[src/rtl/collision_probe_pkg.sv]
// Shared tile codes, default map geometry and state/direction encodings
// for the collision probe slice.
package collision_probe_pkg;

  localparam int unsigned MAP_W_DEF = 180;
  localparam int unsigned MAP_H_DEF = 12;

  localparam logic [5:0] EMPTY_CODE_DEF = 6'd0;
  localparam logic [5:0] BRICK_CODE_DEF = 6'd3;
  localparam logic [5:0] OOM_CODE       = 6'h3F;

  typedef enum logic [2:0] {
    S_IDLE,
    S_PROBE,
    S_WRITE,
    S_DONE,
    S_RELOAD
  } state_t;

  // Probe order is the natural enum order: up, down, left, right.
  typedef enum logic [1:0] {
    DIR_UP,
    DIR_DOWN,
    DIR_LEFT,
    DIR_RIGHT
  } dir_t;

endpackage

[src/rtl/collision_probe_neighbour.sv]
// Neighbour tile coordinate for one direction; falls back to the origin
// when the neighbour lies outside the map.
module tile_neighbour
  import collision_probe_pkg::*;
#(
  parameter int unsigned MAP_W = MAP_W_DEF,
  parameter int unsigned MAP_H = MAP_H_DEF
) (
  input  logic [7:0] xpos,
  input  logic [3:0] ypos,
  input  logic [1:0] dir,
  output logic [7:0] nx,
  output logic [3:0] ny,
  output logic       in_map
);

  logic x_ok;
  logic y_ok;

  assign x_ok = {24'd0, xpos} < MAP_W;
  assign y_ok = {28'd0, ypos} < MAP_H;

  always_comb begin
    nx     = xpos;
    ny     = ypos;
    in_map = 1'b0;
    case (dir_t'(dir))
      DIR_UP: begin
        in_map = x_ok && (({28'd0, ypos} + 32'd1) < MAP_H);
        if (in_map) ny = ypos + 4'd1;
      end
      DIR_DOWN: begin
        in_map = x_ok && y_ok && (ypos != 4'd0);
        if (in_map) ny = ypos - 4'd1;
      end
      DIR_LEFT: begin
        in_map = y_ok && x_ok && (xpos != 8'd0);
        if (in_map) nx = xpos - 8'd1;
      end
      DIR_RIGHT: begin
        in_map = y_ok && (({24'd0, xpos} + 32'd1) < MAP_W);
        if (in_map) nx = xpos + 8'd1;
      end
      default: begin
        nx     = xpos;
        ny     = ypos;
        in_map = 1'b0;
      end
    endcase
  end

endmodule

[src/rtl/collision_probe.sv]
// Four-way collision probe around a character tile with optional brick
// break above it, plus map reload handshake with the map stage.
module collision_probe
  import collision_probe_pkg::*;
#(
  parameter int unsigned MAP_W      = MAP_W_DEF,
  parameter int unsigned MAP_H      = MAP_H_DEF,
  parameter logic [5:0]  BRICK_CODE = BRICK_CODE_DEF,
  parameter logic [5:0]  EMPTY_CODE = EMPTY_CODE_DEF
) (
  input  logic       clk,
  input  logic       rst,
  input  logic       req,
  input  logic [7:0] char_xpos,
  input  logic [3:0] char_ypos,
  input  logic       break_en,
  input  logic       restart_req,
  input  logic       backuped,
  input  logic [5:0] block,
  input  logic       blocking,
  output logic [7:0] plane_xpos,
  output logic [3:0] plane_ypos,
  output logic       save_block,
  output logic [5:0] write_block,
  output logic       copy_backup,
  output logic       map_ready,
  output logic       busy,
  output logic       done,
  output logic       err,
  output logic [3:0] solid,
  output logic [5:0] blk_up,
  output logic [5:0] blk_down,
  output logic [5:0] blk_left,
  output logic [5:0] blk_right,
  output logic       broke
);

  state_t     state;
  logic [7:0] pos_x;
  logic [3:0] pos_y;
  logic       brk;
  logic [2:0] cnt;
  logic       cur_in;

  dir_t       cur_dir;
  dir_t       nb_dir;
  logic [7:0] nb_xin;
  logic [3:0] nb_yin;
  logic [7:0] nb_x;
  logic [3:0] nb_y;
  logic       nb_in;

  logic       smp_solid;
  logic [5:0] smp_code;
  logic       req_oob;
  logic       wr_go;

  assign cur_dir = dir_t'(cnt[2:1]);

  // The look-ahead direction wraps from RIGHT back to UP on the last probe
  // cycle, which is exactly the address the brick write needs.
  always_comb begin
    nb_dir = DIR_UP;
    nb_xin = pos_x;
    nb_yin = pos_y;
    if (state == S_IDLE) begin
      nb_xin = char_xpos;
      nb_yin = char_ypos;
    end else if (state == S_PROBE) begin
      nb_dir = dir_t'(cnt[2:1] + 2'd1);
    end
  end

  tile_neighbour #(
    .MAP_W(MAP_W),
    .MAP_H(MAP_H)
  ) u_neighbour (
    .xpos  (nb_xin),
    .ypos  (nb_yin),
    .dir   (nb_dir),
    .nx    (nb_x),
    .ny    (nb_y),
    .in_map(nb_in)
  );

  always_comb begin
    smp_solid = blocking;
    smp_code  = block;
    if (!cur_in) begin
      if (cur_dir == DIR_UP || cur_dir == DIR_DOWN) begin
        smp_solid = 1'b0;
        smp_code  = EMPTY_CODE;
      end else begin
        smp_solid = 1'b1;
        smp_code  = OOM_CODE;
      end
    end
  end

  assign req_oob = ({24'd0, char_xpos} >= MAP_W) || ({28'd0, char_ypos} >= MAP_H);
  assign wr_go   = brk && (blk_up == BRICK_CODE) && nb_in;

  always_ff @(posedge clk or negedge rst) begin
    if (!rst) begin
      state       <= S_RELOAD;
      pos_x       <= '0;
      pos_y       <= '0;
      brk         <= 1'b0;
      cnt         <= '0;
      cur_in      <= 1'b0;
      plane_xpos  <= '0;
      plane_ypos  <= '0;
      save_block  <= 1'b0;
      write_block <= '0;
      copy_backup <= 1'b0;
      map_ready   <= 1'b0;
      busy        <= 1'b0;
      done        <= 1'b0;
      err         <= 1'b0;
      solid       <= '0;
      blk_up      <= '0;
      blk_down    <= '0;
      blk_left    <= '0;
      blk_right   <= '0;
      broke       <= 1'b0;
    end else begin
      copy_backup <= 1'b0;
      save_block  <= 1'b0;
      write_block <= '0;
      done        <= 1'b0;
      if (backuped) map_ready <= 1'b1;

      if (restart_req && state != S_RELOAD) begin
        state       <= S_RELOAD;
        copy_backup <= 1'b1;
        map_ready   <= 1'b0;
        busy        <= 1'b1;
      end else begin
        case (state)
          S_IDLE: begin
            if (req && map_ready) begin
              pos_x     <= char_xpos;
              pos_y     <= char_ypos;
              brk       <= break_en;
              cnt       <= '0;
              busy      <= 1'b1;
              err       <= 1'b0;
              broke     <= 1'b0;
              solid     <= '0;
              blk_up    <= '0;
              blk_down  <= '0;
              blk_left  <= '0;
              blk_right <= '0;
              if (req_oob) begin
                state <= S_DONE;
                done  <= 1'b1;
                err   <= 1'b1;
              end else begin
                state      <= S_PROBE;
                plane_xpos <= nb_x;
                plane_ypos <= nb_y;
                cur_in     <= nb_in;
              end
            end
          end

          S_PROBE: begin
            cnt <= cnt + 3'd1;
            if (cnt[0]) begin
              case (cur_dir)
                DIR_UP: begin
                  solid[3] <= smp_solid;
                  blk_up   <= smp_code;
                end
                DIR_DOWN: begin
                  solid[2] <= smp_solid;
                  blk_down <= smp_code;
                end
                DIR_LEFT: begin
                  solid[1] <= smp_solid;
                  blk_left <= smp_code;
                end
                default: begin
                  solid[0]  <= smp_solid;
                  blk_right <= smp_code;
                end
              endcase
              if (cnt == 3'd7) begin
                if (wr_go) begin
                  state       <= S_WRITE;
                  plane_xpos  <= nb_x;
                  plane_ypos  <= nb_y;
                  save_block  <= 1'b1;
                  write_block <= EMPTY_CODE;
                  broke       <= 1'b1;
                end else begin
                  state <= S_DONE;
                  done  <= 1'b1;
                end
              end else begin
                plane_xpos <= nb_x;
                plane_ypos <= nb_y;
                cur_in     <= nb_in;
              end
            end
          end

          S_WRITE: begin
            state <= S_DONE;
            done  <= 1'b1;
          end

          S_DONE: begin
            state <= S_IDLE;
            busy  <= 1'b0;
          end

          S_RELOAD: begin
            if (backuped) begin
              state <= S_IDLE;
              busy  <= 1'b0;
            end else begin
              busy <= 1'b1;
            end
          end

          default: begin
            state <= S_RELOAD;
            busy  <= 1'b1;
          end
        endcase
      end
    end
  end

endmodule

[config.mk]
export PLATFORM = sky130hd
export DESIGN_NAME = collision_probe
export DESIGN_NICKNAME = d
export VERILOG_FILES = /design/src/rtl/collision_probe_pkg.sv /design/src/rtl/collision_probe_neighbour.sv /design/src/rtl/collision_probe.sv
export SDC_FILE = /design/constraint.sdc
export NUM_CORES = 1
export LEC_CHECK = 0
export ABC_AREA = 1
export CAP_MARGIN = 30
export CORE_MARGIN = 1.5
export CORE_UTILIZATION = 45
export DETAILED_ROUTE_END_ITERATION = 12
export GPL_ROUTABILITY_DRIVEN = 1
export GPL_TIMING_DRIVEN = 0
export PLACE_DENSITY_LB_ADDON = 0.05
export SLEW_MARGIN = 20
export SYNTH_ARGS = -nofsm -noshare
export SYNTH_HDL_FRONTEND = slang
export SYNTH_SLANG_ARGS = --single-unit
[constraint.sdc]
create_clock -name clk -period 7.69 [get_ports clk]
set_clock_uncertainty 0.1 [all_clocks]
set_input_delay 1.538 -clock clk [delete_from_list [all_inputs] [get_ports clk]]
set_output_delay 1.538 -clock clk [all_outputs]
set_load 0.02 [all_outputs]
Word-level counts from Yosys, hierarchy flattened. Index checks and enable logic that the tools add are counted. Widths: inputs -> output; s select.

Register bits after elaboration: 67. Bits in latches: 0. Bits in writable memories: 0. ROM bits: 0. Word-level logic and storage cells: 183. Memories: 0.

$add $sub $neg: 8. Multipliers: 0. Divide/modulo/power cells: 0. Order comparisons: 6. Equality and inequality tests: 28. Shift-type cells: 0. Mux-type cells: 86. Bitwise gates (word level): 1. Reductions and logical operators: 31.

Operators with widths (number): $mux 6 (11); $mux 8 (8); $pmux 6 s2 (4); $mux 4 (10); $lt 32x4->1 const B (1); $lt 32x8->1 const B (1); $mux 1 (32); $pmux 8 s2 (2); $pmux 4 s2 (3); $reduce_and 5->1 (4); $mux 3 (6); $reduce_and 6->1 (3); $pmux 3 s5 (1); $ne 2x1->1 const B (6); $ne 2x2->1 const B (5); $add 8x1->9 const B (1); $logic_and 1x1->1 (9); $ne 3x3->1 const B (3); $add 8x1->8 const B (1); $ge 8x8->1 const B (1); $lt 8x8->1 const B (1); $pmux 1 s4 (2); $reduce_bool 8->1 (1); $sub 8x1->8 const B (1); other kinds (30) (43).

Longest topological paths before layout.
Depth after elaboration: 12. Mapped depth: 22. Gate-level depth less buffers: 21.

By module. From an unflattened synthesis, not the netlist that was laid out.

Cell total of the unflattened synthesis: 569. Area, all modules: 4120.2 sq um.

By module, submodules not included: collision_probe (instances 1, cells each 371, area each 3126.7 sq um, seq. area each 1677.9 sq um); tile_neighbour (instances 1, cells each 198, area each 993.5 sq um, seq. area each 0.0 sq um).

Worst setup path after synthesis. OpenSTA, ideal clock, no wires.

Kind: in2reg. Start point: input port char_xpos[1]. End point: register plane_ypos[3]. Arrival time: 3.166 ns. Data required time: 7.473 ns. Path slack: 4.307 ns. Stages: 17. Path buffers: 1. Cell sequence: nand3_2 nand2_4 ha_1 nand3_1 nor2_1 nand2_1 nand2_1 nand3_1 o21ai_2 nand2_4 nand2_4 nand3_4 nand3_2 nand2_2 buf_6 nand2_1 nand2_1.

Word-level cells in the longest chain between the ends: 10. Elaborated cells on any way between the ends: 26. Classes of those cells: add/sub (1); order compare (3); eq/ne (2); mux (11); reduce/logical (9).

Ends and longest elaborated chain: from (decl) (line collision_probe.sv:14) `input logic [7:0] char_xpos,`; parallel branches: the longest is 10 deep, another holds $lt 32x8->1; to (signal assigned) (line collision_probe.sv:161) `plane_ypos <= nb_y;`; to (signal assigned) (line collision_probe.sv:192) `plane_ypos <= nb_y;`; to (signal assigned) (line collision_probe.sv:202) `plane_ypos <= nb_y;`; to (decl) (line collision_probe.sv:22) `output logic [3:0] plane_ypos,`.

Several ways; the timed one is not identified. The select of a mux whose other input is x is not followed. A chain may end at the register's enable or synchronous reset.

Worst setup path after layout.
Start point: input port char_xpos[1]. End point: register plane_ypos[1].

Same word-level chain as after synthesis.

==> flow_summary_export.csv <==
group,metric,value,unit
setup_path,crit_path_start_kind,"input port",
pwr,power_switching,1.27,mW
pwr,power_density,491,nW/um^2
die,die_x,99.3,um
setup_path,crit_chain,"clkdlybuf4s50_1 -> nand3_2 -> nand2_4 -> ha_1 -> nand3_1 -> nor2_1 -> nand3_1 -> a21oi_1 -> o21ai_2 -> nand2_4 -> nand2_4 -> nand3_4 -> nand3_2 -> buf_4 -> nand3_1 -> nand2_1",
timing,worst_pin_slew,590,ps
global_route,grt_usage,21.9,%
setup_path,crit_family,"simple AND/OR/NAND/NOR gates",
routing,wire_per_inst,14.0,um
run_status,run_status,"finished clean",
placed_design,pre_cts_slack,3430,ps
setup_path,reg2reg_slack,4590,ps
synth,yosysUniqueCellTypes,41,
finish,syn_to_final_growth,26.2,%
finish,n_antenna_cell,0,
setup_path,reg2reg_from,"state[0]",
placed_design,place_congestion,0.871,
timing,maxSlewHeadroom,60.3,%
routing,drc_errors,0,
clock_network,clk_pin_slew,80,ps
timing,fin_ws,3710,ps
clock_network,cts_tree,"done",
clock_network,cts_hold_buf,0,
synth,synthCells,507,
min_path,min_from,"plane_xpos[0]",
timing,setup_total_negative_slack,0,ps
timing,drv_slew,0,
synth,yosysSeqAreaShare,40.2,%
routing,initialDrtViolationCount,106,
finish,drive_gt1_share,20.7,%
synth,syn_area_per_cell,8.23,sq um
pwr,internal_power,1.31,mW
setup_path,timing.rr.end,"plane_ypos[1]",
global_route,grt_pass1_vias,3640,
timing,fmax,0.251,GHz
routing,routed_wl,9930,um
setup_path,path_buf_inv,2,
pwr,switching_share,49.2,%
clock_network,root_buffer,"clkbuf_8",
placed_design,io_buffer_count,71,
setup_path,cpPeakStageDelay,490,ps
finish,fin_nets,629,
setup_path,worst_r2r_path_depth,17,
pwr,p_comb_share,65.4,%
placed_design,hpwlAfterDp,7640,um
synth,ys_seq_elements,67,
pwr,seq_power_share,23.0,%
clock_network,cts_buffers,9,
synth,syn_area,4170,sq um
finish,fillCellCount,835,
timing,fin_crit,3980,ps
clock_network,cts.htree.levels,3,
die,dieArea,9850,sq um
pwr,leakagePower,2.56,nW
die,core,8850,sq um
flow_run,drv_cap,0,
timing,fin_hold_ws,409,ps
clock_network,worstSkewPairLatency,350,ps
min_path,hold_end,"plane_xpos[0]",
die,initial_core_util,47.1,%
global_route,grt_first_pass_wirelength,17100,um
global_route,gr-total-overflow,0,
timing,grt_setup_unrepaired,"false",
clock_network,cts-resized-gates,0,
clock_network,clock-sinks,67,
clock_network,post_cts_buffers,0,
routing,ant_nets,0,
routing,vias,3600,
clock_network,clockBufferDepth,2,
die,rows,34,
pwr,peakVddDrop,0.218,mV
global_route,grt_max_degree,49,
setup_path,crit_type,"in -> reg",
synth,ys_warn_count,0,
setup_path,worst_setup_path_end_kind,"flip-flop",
setup_path,crit_fanout,10,
pwr,clockPowerShare,11.6,%
die,fp.dieH,99.3,um
timing,finalHoldViolCount,0,
min_path,hold_path.class,"reg -> reg",
timing,fin_crit_sh,51.7,%
die,pin_count,78,
setup_path,cp.required,7830,ps
timing,setup_viol,0,
routing,viasPerCell,5.08,
routing,dr.pass1.iters,4,
global_route,antenna_found_initial,0,
setup_path,cp_slowest_cell,"clkdlybuf4s50_1",
min_path,whs_path_depth,2,
setup_path,cp_data_arrival_time,4120,ps
[synth_stat cells (all sizes together)]
master,instances,area (sq um)
nor2,41,201
or2,1,6.26
nand3,59,323
o31ai,1,7.51
dfstp,1,26.3
buf,15,115
mux2,33,372
a21oi,21,109
nand4,4,25.0
clkbuf,2,7.51
o211ai,10,75.1
nand3b,2,18.8
o21bai,1,7.51
a31oi,2,12.5
o21ai,26,153
xor2,7,61.3
nor3,1,10.0
inv,63,236
conb,1,3.75
a22oi,2,15.0
o21a,2,15.0
nand2,135,589
dfrtp,66,1650
nor4,1,6.26
a21bo,1,10.0
ha,9,113
[worst max path at each step]
stage                  from  cells after the start       endpoint
5_1_grt        char_xpos[1]                     17  plane_ypos[0]
4_1_cts        char_xpos[1]                     17  plane_ypos[0]
2_1_floorplan  char_xpos[1]                     17  plane_ypos[3]
6_report       char_xpos[1]                     16  plane_ypos[1]
3_3_place_gp            rst                      1    blk_left[2]
3_5_place_dp   char_xpos[1]                     16  plane_ypos[2]
[routing by layer]
| metal | global-route usage (%) | routed length [um] |
|---|---|---|
| met4 | 7.80 | 154 |
| met2 | 37.5 | 4850 |
| met3 | 3.79 | 448 |
| met1 | 28.0 | 4480 |
| met5 | 0 | 0 |
[state kept, by name, indices dropped and copies added (netlist names)]
signal / flops
broke: 1
cnt: 3
done: 1
solid: 4
save_block: 1
blk_right: 6
blk_left: 6
cur_in: 1
brk: 1
busy: 1
blk_up: 6
pos_x: 8
err: 1
state: 3
plane_ypos: 4
pos_y: 4
map_ready: 1
plane_xpos: 8
blk_down: 6
copy_backup: 1
[per-stage QoR]
| stage | instances | cell area [sq um] | power (mW) | util (%) |
|---|---|---|---|---|
| final | 708 | 5260 | 2.59 | 59.5 |
| after global routing | 708 | 5260 | 2.84 | 59.5 |
| after CTS | 708 | 5260 | 2.61 | 59.5 |
| after detailed placement | 692 | 5060 | 2.30 | 57.2 |
| after global placement | 691 | 5030 | 2.27 | 56.9 |
| after floorplan | 512 | 4190 | 1.80 | - |
[area by class of cell]
| type | count | area, sq um | share of cell area [%] |
|---|---|---|---|
| buffer | 17 | 123 | 2.33 |
| clock buffer | 10 | 138 | 2.62 |
| clock inverter | 6 | 63.8 | 1.21 |
| tap | 108 | 135 | 2.57 |
| multi-input combinational | 365 | 2150 | 40.9 |
| inverter | 63 | 236 | 4.49 |
| timing repair buffer | 72 | 736 | 14.0 |
| sequential | 67 | 1680 | 31.9 |
[worst reg2reg max path: stages, from the launching register on]
cell and delay, ps:
dfrtp_1 440, nor2_4 170, buf_4 200, nand3_2 110
nand2_4 130, ha_1 260, nand3_1 100, nor2_1 220
nand3_1 130, a21oi_1 230, o21ai_2 110, nand2_4 130
nand2_4 70, nand3_4 90, nand3_2 140, buf_4 240
nand3_1 70, nand2_1 60
[cells by family (layout without fill, tap and decap cells)]
logic type | after synthesis | in the layout | synth area share [%]
AOI/OAI and AO/OA | 66 | 66 | 9.69
xor gates and xnor gates | 7 | 7 | 1.47
adders and majority gates | 9 | 9 | 2.70
buffers and inverters | 80 | 168 | 8.61
DFF | 67 | 67 | 40.2
muxes | 33 | 33 | 8.91
other | 1 | 6 | 0.0899
and+or+nand+nor | 244 | 244 | 28.3
[cell usage in the layout (no fill, tap or decap), drive strengths merged]
cell / Yosys / final
nor2: 41 / 41
o211ai: 10 / 10
clkdlybuf4s50: 0 / 70
clkbuf: 2 / 12
o21bai: 1 / 1
nand4: 4 / 4
nor4: 1 / 1
nor3: 1 / 1
a22oi: 2 / 2
dfstp: 1 / 1
a31oi: 2 / 2
clkinv: 0 / 2
inv: 63 / 64
o31ai: 1 / 1
o21ai: 26 / 26
a21oi: 21 / 21
buf: 15 / 17
dfrtp: 66 / 66
mux2: 33 / 33
a21bo: 1 / 1
o21a: 2 / 2
nand2: 135 / 135
conb: 1 / 6
nand3: 59 / 59
clkinvlp: 0 / 2
nand3b: 2 / 2
ha: 9 / 9
or2: 1 / 1
bufinv: 0 / 1
xor2: 7 / 7
[power groups by stage]
stage	registers (mW)	logic, mW	clock network, mW
detailed placement	0.602	1.70	0
floorplan	0.705	1.09	0
global route	0.612	1.90	0.320
CTS	0.596	1.70	0.310
finish	0.593	1.69	0.301
global placement	0.597	1.67	0
No activity file was read; power rests on OpenSTA's default activity.
